File: config.mk
export PLATFORM = sky130hd
export DESIGN_NAME = sysreg_spr_update
export DESIGN_NICKNAME = d
export VERILOG_FILES = /design/src/rtl/sysreg_spr_pkg.sv /design/src/rtl/sysreg_spr_update_alu.sv /design/src/rtl/sysreg_spr_update.sv
export SDC_FILE = /design/constraint.sdc
export NUM_CORES = 1
export LEC_CHECK = 0
export BUFFER_PORTS_ARGS = -buffer_cell sky130_fd_sc_hd__buf_2
export CAP_MARGIN = 15
export CORE_MARGIN = 1.5
export CORE_UTILIZATION = 40
export DETAILED_ROUTE_END_ITERATION = 10
export PLACE_DENSITY = 0.72
export SYNTH_ARGS = -nofsm -noshare
export SYNTH_HDL_FRONTEND = slang
export SYNTH_SLANG_ARGS = --single-unit
File: constraint.sdc
create_clock -name iCLOCK -period 13.14 [get_ports iCLOCK]
set_input_delay 1.314 -clock iCLOCK [delete_from_list [all_inputs] [get_ports iCLOCK]]
set_output_delay 1.314 -clock iCLOCK [all_outputs]
set_load 0.05 [all_outputs]
File: src/rtl/sysreg_spr_pkg.sv
// Shared encodings for the SPR update controller: execute-unit stack commands
// and the controller's FSM states.
package sysreg_spr_pkg;

  typedef enum logic [1:0] {
    SPR_CMD_WRITE = 2'b00,
    SPR_CMD_PUSH  = 2'b01,
    SPR_CMD_POP   = 2'b10,
    SPR_CMD_ADD   = 2'b11
  } spr_cmd_e;

  typedef enum logic [1:0] {
    SPR_ST_IDLE   = 2'd0,
    SPR_ST_ENTRY  = 2'd1,
    SPR_ST_RETURN = 2'd2
  } spr_state_e;

endpackage

File: src/rtl/sysreg_spr_update_alu.sv
// Combinational base selection (forwarding the pending write), next-SPR arithmetic
// and optional stack-limit comparison (SYSREG_SPR_LIMIT_CHECK_EN).
module sysreg_spr_update_alu
  import sysreg_spr_pkg::*;
#(
  parameter int N          = 32,
  parameter int WORD_BYTES = 4
) (
  input  logic         i_regist_req,
  input  logic [N-1:0] i_regist_data,
  input  logic [N-1:0] i_spr_info,
  input  logic [1:0]   i_cmd,
  input  logic [N-1:0] i_data,
  input  logic [N-1:0] i_limit_low,
  input  logic [N-1:0] i_limit_high,
  output logic [N-1:0] o_base,
  output logic [N-1:0] o_next,
  output logic         o_out_of_range
);

  localparam logic [N-1:0] LP_STEP = N'(WORD_BYTES);

  always_comb begin
    o_base = i_regist_req ? i_regist_data : i_spr_info;
    o_next = o_base;
    case (i_cmd)
      SPR_CMD_WRITE: o_next = i_data;
      SPR_CMD_PUSH:  o_next = o_base - LP_STEP;
      SPR_CMD_POP:   o_next = o_base + LP_STEP;
      // The offset is already N bits wide, so sign extension is the identity here.
      SPR_CMD_ADD:   o_next = o_base + i_data;
      default:       o_next = o_base;
    endcase
  end

`ifdef SYSREG_SPR_LIMIT_CHECK_EN
  assign o_out_of_range = (i_cmd != SPR_CMD_WRITE) &&
                          ((o_next < i_limit_low) || (o_next > i_limit_high));
`else
  logic w_unused_limits;
  assign w_unused_limits = ^{i_limit_low, i_limit_high};
  assign o_out_of_range  = 1'b0;
`endif

endmodule

File: src/rtl/sysreg_spr_update.sv
// SPR update controller: turns stack commands and interrupt entry/return into a
// single-cycle SPR write, with a one-deep user SPR shadow. Option: SYSREG_SPR_LIMIT_CHECK_EN.
module sysreg_spr_update
  import sysreg_spr_pkg::*;
#(
  parameter int N          = 32,
  parameter int WORD_BYTES = 4
) (
  input  logic         iCLOCK,
  input  logic         inRESET,
  input  logic         iRESET_SYNC,
  input  logic         iEXE_VALID,
  input  logic [1:0]   iEXE_CMD,
  input  logic [N-1:0] iEXE_DATA,
  output logic         oEXE_BUSY,
  input  logic         iIRQ_ENTRY,
  input  logic [N-1:0] iIRQ_KERNEL_SP,
  input  logic         iIRQ_RETURN,
  input  logic [N-1:0] iLIMIT_LOW,
  input  logic [N-1:0] iLIMIT_HIGH,
  input  logic [N-1:0] iSPR_INFO_DATA,
  output logic         oREGIST_REQ,
  output logic [N-1:0] oREGIST_DATA,
  output logic         oSHADOW_VALID,
  output logic         oIRQ_NEST,
  output logic         oFAULT,
  output logic [1:0]   oDEBUG_STATE
);

  spr_state_e   r_state, w_state_next;
  logic         r_shadow_valid;
  logic [N-1:0] r_shadow;
  logic         r_req, r_nest, r_fault;
  logic [N-1:0] r_data;
  logic [N-1:0] w_base, w_next;
  logic         w_out_of_range, w_idle, w_fsm_req;
  logic         w_entry_ok, w_ret_ok, w_nest, w_cmd_ok;

  sysreg_spr_update_alu #(.N(N), .WORD_BYTES(WORD_BYTES)) u_alu (
    .i_regist_req   (oREGIST_REQ),
    .i_regist_data  (oREGIST_DATA),
    .i_spr_info     (iSPR_INFO_DATA),
    .i_cmd          (iEXE_CMD),
    .i_data         (iEXE_DATA),
    .i_limit_low    (iLIMIT_LOW),
    .i_limit_high   (iLIMIT_HIGH),
    .o_base         (w_base),
    .o_next         (w_next),
    .o_out_of_range (w_out_of_range)
  );

  // Handshake: a command is consumed on any edge where iEXE_VALID=1 and oEXE_BUSY=0
  // (and no flush); while busy the execute unit must hold the command.
  assign w_idle     = (r_state == SPR_ST_IDLE) && !iRESET_SYNC;
  assign w_entry_ok = w_idle && iIRQ_ENTRY && !r_shadow_valid;
  assign w_nest     = w_idle && iIRQ_ENTRY && r_shadow_valid;
  assign w_ret_ok   = w_idle && !w_entry_ok && iIRQ_RETURN && r_shadow_valid;
  assign w_cmd_ok   = w_idle && !w_entry_ok && !w_ret_ok && iEXE_VALID;
  assign oEXE_BUSY  = (r_state != SPR_ST_IDLE) || w_entry_ok || w_ret_ok;

  // Entry/return writes are driven from the state so a same-cycle flush can kill them.
  assign w_fsm_req   = (r_state != SPR_ST_IDLE) && !iRESET_SYNC;
  assign oREGIST_REQ = r_req || w_fsm_req;

  always_comb begin
    oREGIST_DATA = r_data;
    case (r_state)
      SPR_ST_ENTRY:  oREGIST_DATA = iIRQ_KERNEL_SP;
      SPR_ST_RETURN: oREGIST_DATA = r_shadow;
      default:       oREGIST_DATA = r_data;
    endcase
  end

  always_comb begin
    w_state_next = r_state;
    case (r_state)
      SPR_ST_IDLE: begin
        if (w_entry_ok)    w_state_next = SPR_ST_ENTRY;
        else if (w_ret_ok) w_state_next = SPR_ST_RETURN;
      end
      default: w_state_next = SPR_ST_IDLE;
    endcase
    if (iRESET_SYNC) w_state_next = SPR_ST_IDLE;
  end

  always_ff @(posedge iCLOCK or negedge inRESET) begin
    if (!inRESET) begin
      r_state        <= SPR_ST_IDLE;
      r_shadow_valid <= 1'b0;
      r_shadow       <= '0;
      r_req          <= 1'b0;
      r_data         <= '0;
      r_nest         <= 1'b0;
      r_fault        <= 1'b0;
    end else begin
      r_state <= w_state_next;
      r_req   <= w_cmd_ok && !w_out_of_range;
      r_fault <= w_cmd_ok && w_out_of_range;
      r_nest  <= w_nest;
      if (w_cmd_ok && !w_out_of_range) r_data <= w_next;
      if (w_entry_ok) r_shadow <= w_base;
      if (iRESET_SYNC)                     r_shadow_valid <= 1'b0;
      else if (w_entry_ok)                 r_shadow_valid <= 1'b1;
      else if (r_state == SPR_ST_RETURN)   r_shadow_valid <= 1'b0;
    end
  end

  assign oSHADOW_VALID = r_shadow_valid;
  assign oIRQ_NEST     = r_nest;
  assign oFAULT        = r_fault;
  assign oDEBUG_STATE  = r_state;

endmodule

==> Word level (Yosys, flattened, before mapping) <==
Index checks and enable logic that the tools add are counted.
{ "totals": {"register_bits": 69, "latch_bits": 0, "mem_bits_rw": 0, "romBits": 0, "in_bits": 168, "out_inout_bits": 39, "word_cells": 46, "memories": 0} }
{ "classes": {"addsub": 3, "n_mul": 0, "div_mod_pow": 0, "n_lt_le_gt_ge": 0, "n_eq_ne": 6, "shifts": 0, "n_mux": 10, "bitwise": 0, "reduce_logical": 21} }
{ "ops": {"columns": ["operator", "count"], "rows": [
  ["one-hot mux 32 bit (4 select lines)", 1],
  ["one-hot mux 32 bit (2 select lines)", 1],
  ["adder 32 x 3 -> 32 bit, second input constant", 1],
  ["adder 32 bit", 1],
  ["two-way mux 32 bit", 1],
  ["subtractor 32 x 3 -> 32 bit, second input constant", 1],
  ["logical AND 1 bit", 10],
  ["two-way mux 2 bit", 4],
  ["== test 2 bit, second input constant", 3],
  ["== test 2 x 1 -> 1 bit, second input constant", 2],
  ["logical NOT 1 bit", 4],
  ["logical NOT 2 bit", 2],
  ["inequality test 4 bit, second input constant", 1],
  ["logical OR 1 bit", 3],
  ["two-way mux 1 bit", 3],
  ["nonzero test 3 bit", 1],
  ["nonzero test 2 bit", 1]
]} }

==> Logic depth before layout (Yosys ltp) <==
{ "depth": {"word_depth": 12, "depth_mapped": 18} }

==> Cells and area by module <==
Synthesis repeated with hierarchy kept, for this count alone.
{ "unflattened": {"cells_unflattened": 853, "hier_area_um2": 7507.2} }
{ "modules_own_cells": {"columns": ["module", "n_inst", "cells_each", "area_per_inst_um2", "seq_area_each_um2"], "rows": [
  ["sysreg_spr_update_alu", 1, 580, 4125.2, 0.0],
  ["sysreg_spr_update", 1, 273, 3382.0, 1751.7]
]} }

==> Least setup slack after synthesis <==
Ideal clock, no wire load.
{ "synth_timing": {"path_kind": "input-to-reg", "start": "input iRESET_SYNC", "end": "register r_data[16]", "arrival_ps": 5341, "path_slack_ps": 7671, "path_stages": 15, "cell_sequence": "o21ba_2 -> inv_1 -> buf_1 -> clkbuf_1 -> mux2_2 -> ha_1 -> a21o_1 -> a221oi_2 -> o41ai_2 -> a311o_2 -> a21o_1 -> a21oi_2 -> xnor2_1 -> a221oi_1 -> o21ai_1"} }
{ "synth_via": {"elab_cells_between_ends": 18, "classes_between": "3 x add/sub; 2 x mux; 13 x reduce/logical"} }
{ "synth_rtl": {"columns": ["item", "line", "source"], "rows": [
  ["start: declaration", "sysreg_spr_update.sv:11", "input logic iRESET_SYNC,"],
  ["logical NOT 1 bit (*)", "sysreg_spr_update.sv:62", "assign w_fsm_req = (r_state != SPR_ST_IDLE) && !iRESET_SYNC;"],
  ["logical AND 1 bit (*)", "sysreg_spr_update.sv:62", null],
  ["logical OR 1 bit (*)", "sysreg_spr_update.sv:63", "assign oREGIST_REQ = r_req || w_fsm_req;"],
  ["net oREGIST_REQ", "sysreg_spr_update.sv:22", "output logic oREGIST_REQ,"],
  ["two-way mux 32 bit (*)", "sysreg_spr_update_alu.sv:24", "o_base = i_regist_req ? i_regist_data : i_spr_info;"],
  ["net u_alu.o_base[6]", "sysreg_spr_update_alu.sv:16", "output logic [N-1:0] o_base,"],
  ["adder 32 bit, or another cell as far along", "sysreg_spr_update_alu.sv:31", "SPR_CMD_ADD: o_next = o_base + i_data;"],
  ["one-hot mux 32 bit (4 select lines) (*)", "sysreg_spr_update_alu.sv:26", "case (i_cmd)"],
  ["end signal: assignment", "sysreg_spr_update.sv:100", "if (w_cmd_ok && !w_out_of_range) r_data <= w_next;"],
  ["end: declaration", "sysreg_spr_update.sv:34", "logic [N-1:0] r_data;"]
]} }
Mark *: on every way through the listed nets, which the timed path passes. The rest lies on a longest branch.
A chain may end at the register's enable or synchronous reset.

==> Final worst setup path <==
{ "layout_timing": {"start": "input iRESET_SYNC", "end": "register r_data[30]"} }
{ "layout_via": {"elab_cells_between_ends": 18, "classes_between": "3 x add/sub; 2 x mux; 13 x reduce/logical"} }
{ "layout_rtl": {"columns": ["item", "line"], "rows": [
  ["logical NOT 1 bit (*)", "sysreg_spr_update.sv:62"],
  ["logical AND 1 bit (*)", "sysreg_spr_update.sv:62"],
  ["logical OR 1 bit (*)", "sysreg_spr_update.sv:63"],
  ["two-way mux 32 bit (*)", "sysreg_spr_update_alu.sv:24"],
  ["net u_alu.o_base[0]", "sysreg_spr_update_alu.sv:16"],
  ["adder 32 bit, or another cell as far along", "sysreg_spr_update_alu.sv:31"],
  ["one-hot mux 32 bit (4 select lines) (*)", "sysreg_spr_update_alu.sv:26"]
]} }
Marks and branches as above.

==> key figures <==
Floorplan
  – Die height: 139 um
  – Row cnt: slightly below 50
  – Die area: 19,400 um2
  – Starting Density: 0.411
  – Core ar.: 18,100 um2
  – Die W: 139 um
  – Number of top-level pins: between 200 and 250

Clocking
  – Clock-pin slew on the worst setup and hold paths: 0.06 ns
  – Max H-tree Level: 3
  – Cts hold-fix bufs: 0
  – Total CTS buffers: 9
  – Largest buffer count on any clock path: 2
  – Clock latency on the worst-skew pair: 0.34 ns
  – Cts repair resizes: 0
  – TritonCTS clock tree: done
  – Post-CTS Setup Bufs: 0
  – Clock sink count: 69
  – Clock root buffer: clkbuf_16

STA
  – FMAX: 174 MHz
  – Setup TNS after final layout: 0 ns
  – Minimum clock period: 5.76 ns
  – Setup Viol. Count Final: 0
  – Fin. Hold Viols: 0
  – Max-Slew Margin vs Limit: 0.240
  – Skew final: 0.0134 ns
  – Final Cycle Share: 0.438
  – Worst slew pin tran: 1.14 ns
  – Slew Limit Fails: 0
  – RSZ-0062 raised after global routing: no

Critical path
  – Worst-path cell chain: buf_2 -> o21ba_2 -> inv_1 -> buf_4 -> mux2_2 -> ha_1 -> fa_1 -> a21oi_1 -> o21bai_1 -> nand3_1 -> a21oi_1 -> o41ai_1 -> a311oi_1 -> or3_1 -> a41oi_1 -> o211ai_1
  – Critical path's slowest cell: o41ai_1
  – WP data arrival: 5.95 ns
  – Reg-to-Reg End: r_data[30]
  – R2R Setup Slk: between 7 and 8 ns
  – CP most frequent cell: a21oi_1
  – CP Launch Type: input pin
  – Worst R2R Path Depth: 17
  – CP required: 13.33 ns
  – Worst-path maximum fanout: 24
  – Crit Reg-Reg Startpoint: oDEBUG_STATE[1]
  – Crit. Startpoint: iRESET_SYNC
  – Maximum single-stage delay on the critical path: around 0.82 ns
  – Endpoint type of the worst setup path: flop
  – CP Class: in2reg

Placement
  – Gpl congestion: 0.937
  – Buffers on Ports: 141
  – Placed wire-length estimate: ~17,000 um

Drt
  – Final ANT Viol Nets: 0
  – DR vias/cell: around 6.1
  – Routed vias: 7,527
  – Pre-Repair DR Iteration Count: 10
  – 1st-iter DRT viols: 642
  – DRC viols: 16
  – Total Wirelength: 23,100 um
  – DR WL/cell: 18.7 um

Yosys
  – Yosys reg bits: 69
  – Post-synth EDFFs: 0
  – Most common flop cell mapped by yosys: dfrtp_1
  – XOR/XNOR Fraction of Synth Area: 0.0507
  – Syn Nets: roughly 1,100
  – Yosys warning count: 0
  – Multiplexer area fraction after synthesis: 0.0977
  – Synth async-reset ratio: 1.00
  – Simple-gate portion of the synthesized area: 0.133
  – Netlist cell types: 73
  – Syn_area_per_cell: slightly above 8 um2
  – Post-Syn Area: 7430 um2
  – Sequential element share of the synthesized area: 0.233
  – Synth Area in Compound Gates: 0.321
  – Mapped Cells: 893
  – Post-Synth Adder-Cell Area: 0.115
  – Main combinational cell family by area after synthesis: compound AO/OA/AOI/OAI gates

Pwr
  – Sw frac: 0.479
  – Max VDD drop: 0.0764 mV
  – Int Power: 0.941 mW
  – Leakage: 3.89 nW
  – P_sw: between 0.8 and 0.9 mW
  – Flop pwr share: 0.199
  – PD cells: 210 nW/um2
  – Clk pwr share: 0.177
  – Combinational Power Share: 0.623

Min path
  – Hold Startpoint: r_data[13]
  – WHS Endpoint: r_data[13]
  – Hold Path Depth: 2
  – Worst hold-check path type: reg2reg

Layout
  – Area Growth Syn to Fin: 16.0%
  – Layout cells sized above 1: 0.238
  – Most frequent cells in the layout: 141 x buf_2, 90 x a21oi_1, 69 x nor2_1, 69 x dfrtp_1, 67 x o21ai_0
  – Most common cell after layout, fill and taps aside: buf_2
  – Final core utilization: 0.476
  – Antenna Cells: 0
  – Nets: between 1,000 and 1,500

Status
  – Status: finished, violations left
  – Failing checks: design-rule violations

Global route
  – Grt total ovfl: 0
  – Initial antenna violation count: 0
  – First-pass GRT wire length: roughly 37,000 um
  – GR Util All Layers: 0.233
  – Vias in the first global route: 6,945
  – Largest net degree at the start of global routing: 70

Run
  – Maxcap violations: 0
==> critical path, delay by kind of cell <==
| kind | cells | cell delay (ns) |
|---|---|---|
| buffers and inverters | 3 | 0.80 |
| AO/OA/AOI/OAI | 8 | 2.26 |
| adder cells (fa/ha/maj) | 2 | 0.64 |
| multiplexers | 1 | 0.43 |
| AND/OR/NAND/NOR | 2 | 0.49 |
==> power groups by stage <==
stage	Combinational, mW	Clock, mW	Sequential [mW]
6_report	1.13	0.321	0.360
5_1_grt	1.22	0.332	0.372
4_1_cts	1.11	0.322	0.359
3_5_place_dp	1.10	0	0.362
3_3_place_gp	1.09	0	0.358
2_1_floorplan	0.866	0	0.351
==> cell families (layout without fill, tap and decap cells) <==
logic type	count (synthesis)	count (layout)
AOI/OAI and AO/OA	356	356
and+or+nand+nor	215	215
buffers and inverters	77	191
DFF	69	69
adders and majority gates	67	67
muxes	65	65
xor gates and xnor gates	43	43
other	1	1
==> flip-flops by register name, summed over array words and instances, names as in the netlist <==
| name | cells |
|---|---|
| oIRQ_NEST | 1 |
| r_shadow | 32 |
| r_req | 1 |
| oDEBUG_STATE | 2 |
| r_data | 32 |
| oSHADOW_VALID | 1 |
==> per-stage QoR <==
| step | std cells | power (mW) | hold slack (ns) | worst slack (ns) | area [um2] |
|---|---|---|---|---|---|
| finish | 1236 | 1.81 | 0.482 | 7.38 | 8610 |
| global route | 1236 | 1.92 | 0.496 | 7.11 | 8610 |
| CTS | 1236 | 1.79 | 0.482 | 7.49 | 8610 |
| detailed placement | 1220 | 1.46 | 0.468 | 7.15 | 8230 |
| global placement | 1220 | 1.45 | 0.463 | 7.22 | 8230 |
| floorplan | 893 | 1.22 | 0.450 | 7.67 | 7430 |
==> cells in the mapped netlist, types with 24 or more instances <==
| master | instances | share of area |
|---|---|---|
| a21o_1 | 38 | 0.038 |
| a21oi_1 | 90 | 0.061 |
| a22oi_1 | 33 | 0.033 |
| clkbuf_1 | 34 | 0.017 |
| dfrtp_1 | 69 | 0.23 |
| ha_1 | 65 | 0.11 |
| inv_1 | 24 | 0.012 |
| mux2_2 | 60 | 0.091 |
| nand2_1 | 66 | 0.033 |
| nor2_1 | 70 | 0.035 |
| o21ai_0 | 67 | 0.045 |
| xnor2_1 | 32 | 0.038 |
==> cell type report <==
class,instances,area (um2)
clock buffers,10,229
clock inverters,6,159
fillers,1750,9470
inverters,24,90.1
multi-input cells,747,5340
flip-flops and latches,69,1730
well taps,229,287
repair buffers,151,781
==> routing by layer <==
metal  global-route usage  vias up  part of all wire
met5                    0        -                 0
met4               0.0510        0             0.012
met3               0.0282       19             0.080
met2                0.353      311              0.43
met1                0.354     3597              0.48
li1                     -     3600                 -
==> how the worst max path moves through the flow <==
stage,end
finish,r_data[30]
global route,r_data[30]
CTS,r_data[30]
detailed placement,r_data[30]
global placement,r_data[30]
floorplan,r_data[16]
(Power assumes the default switching activity.)
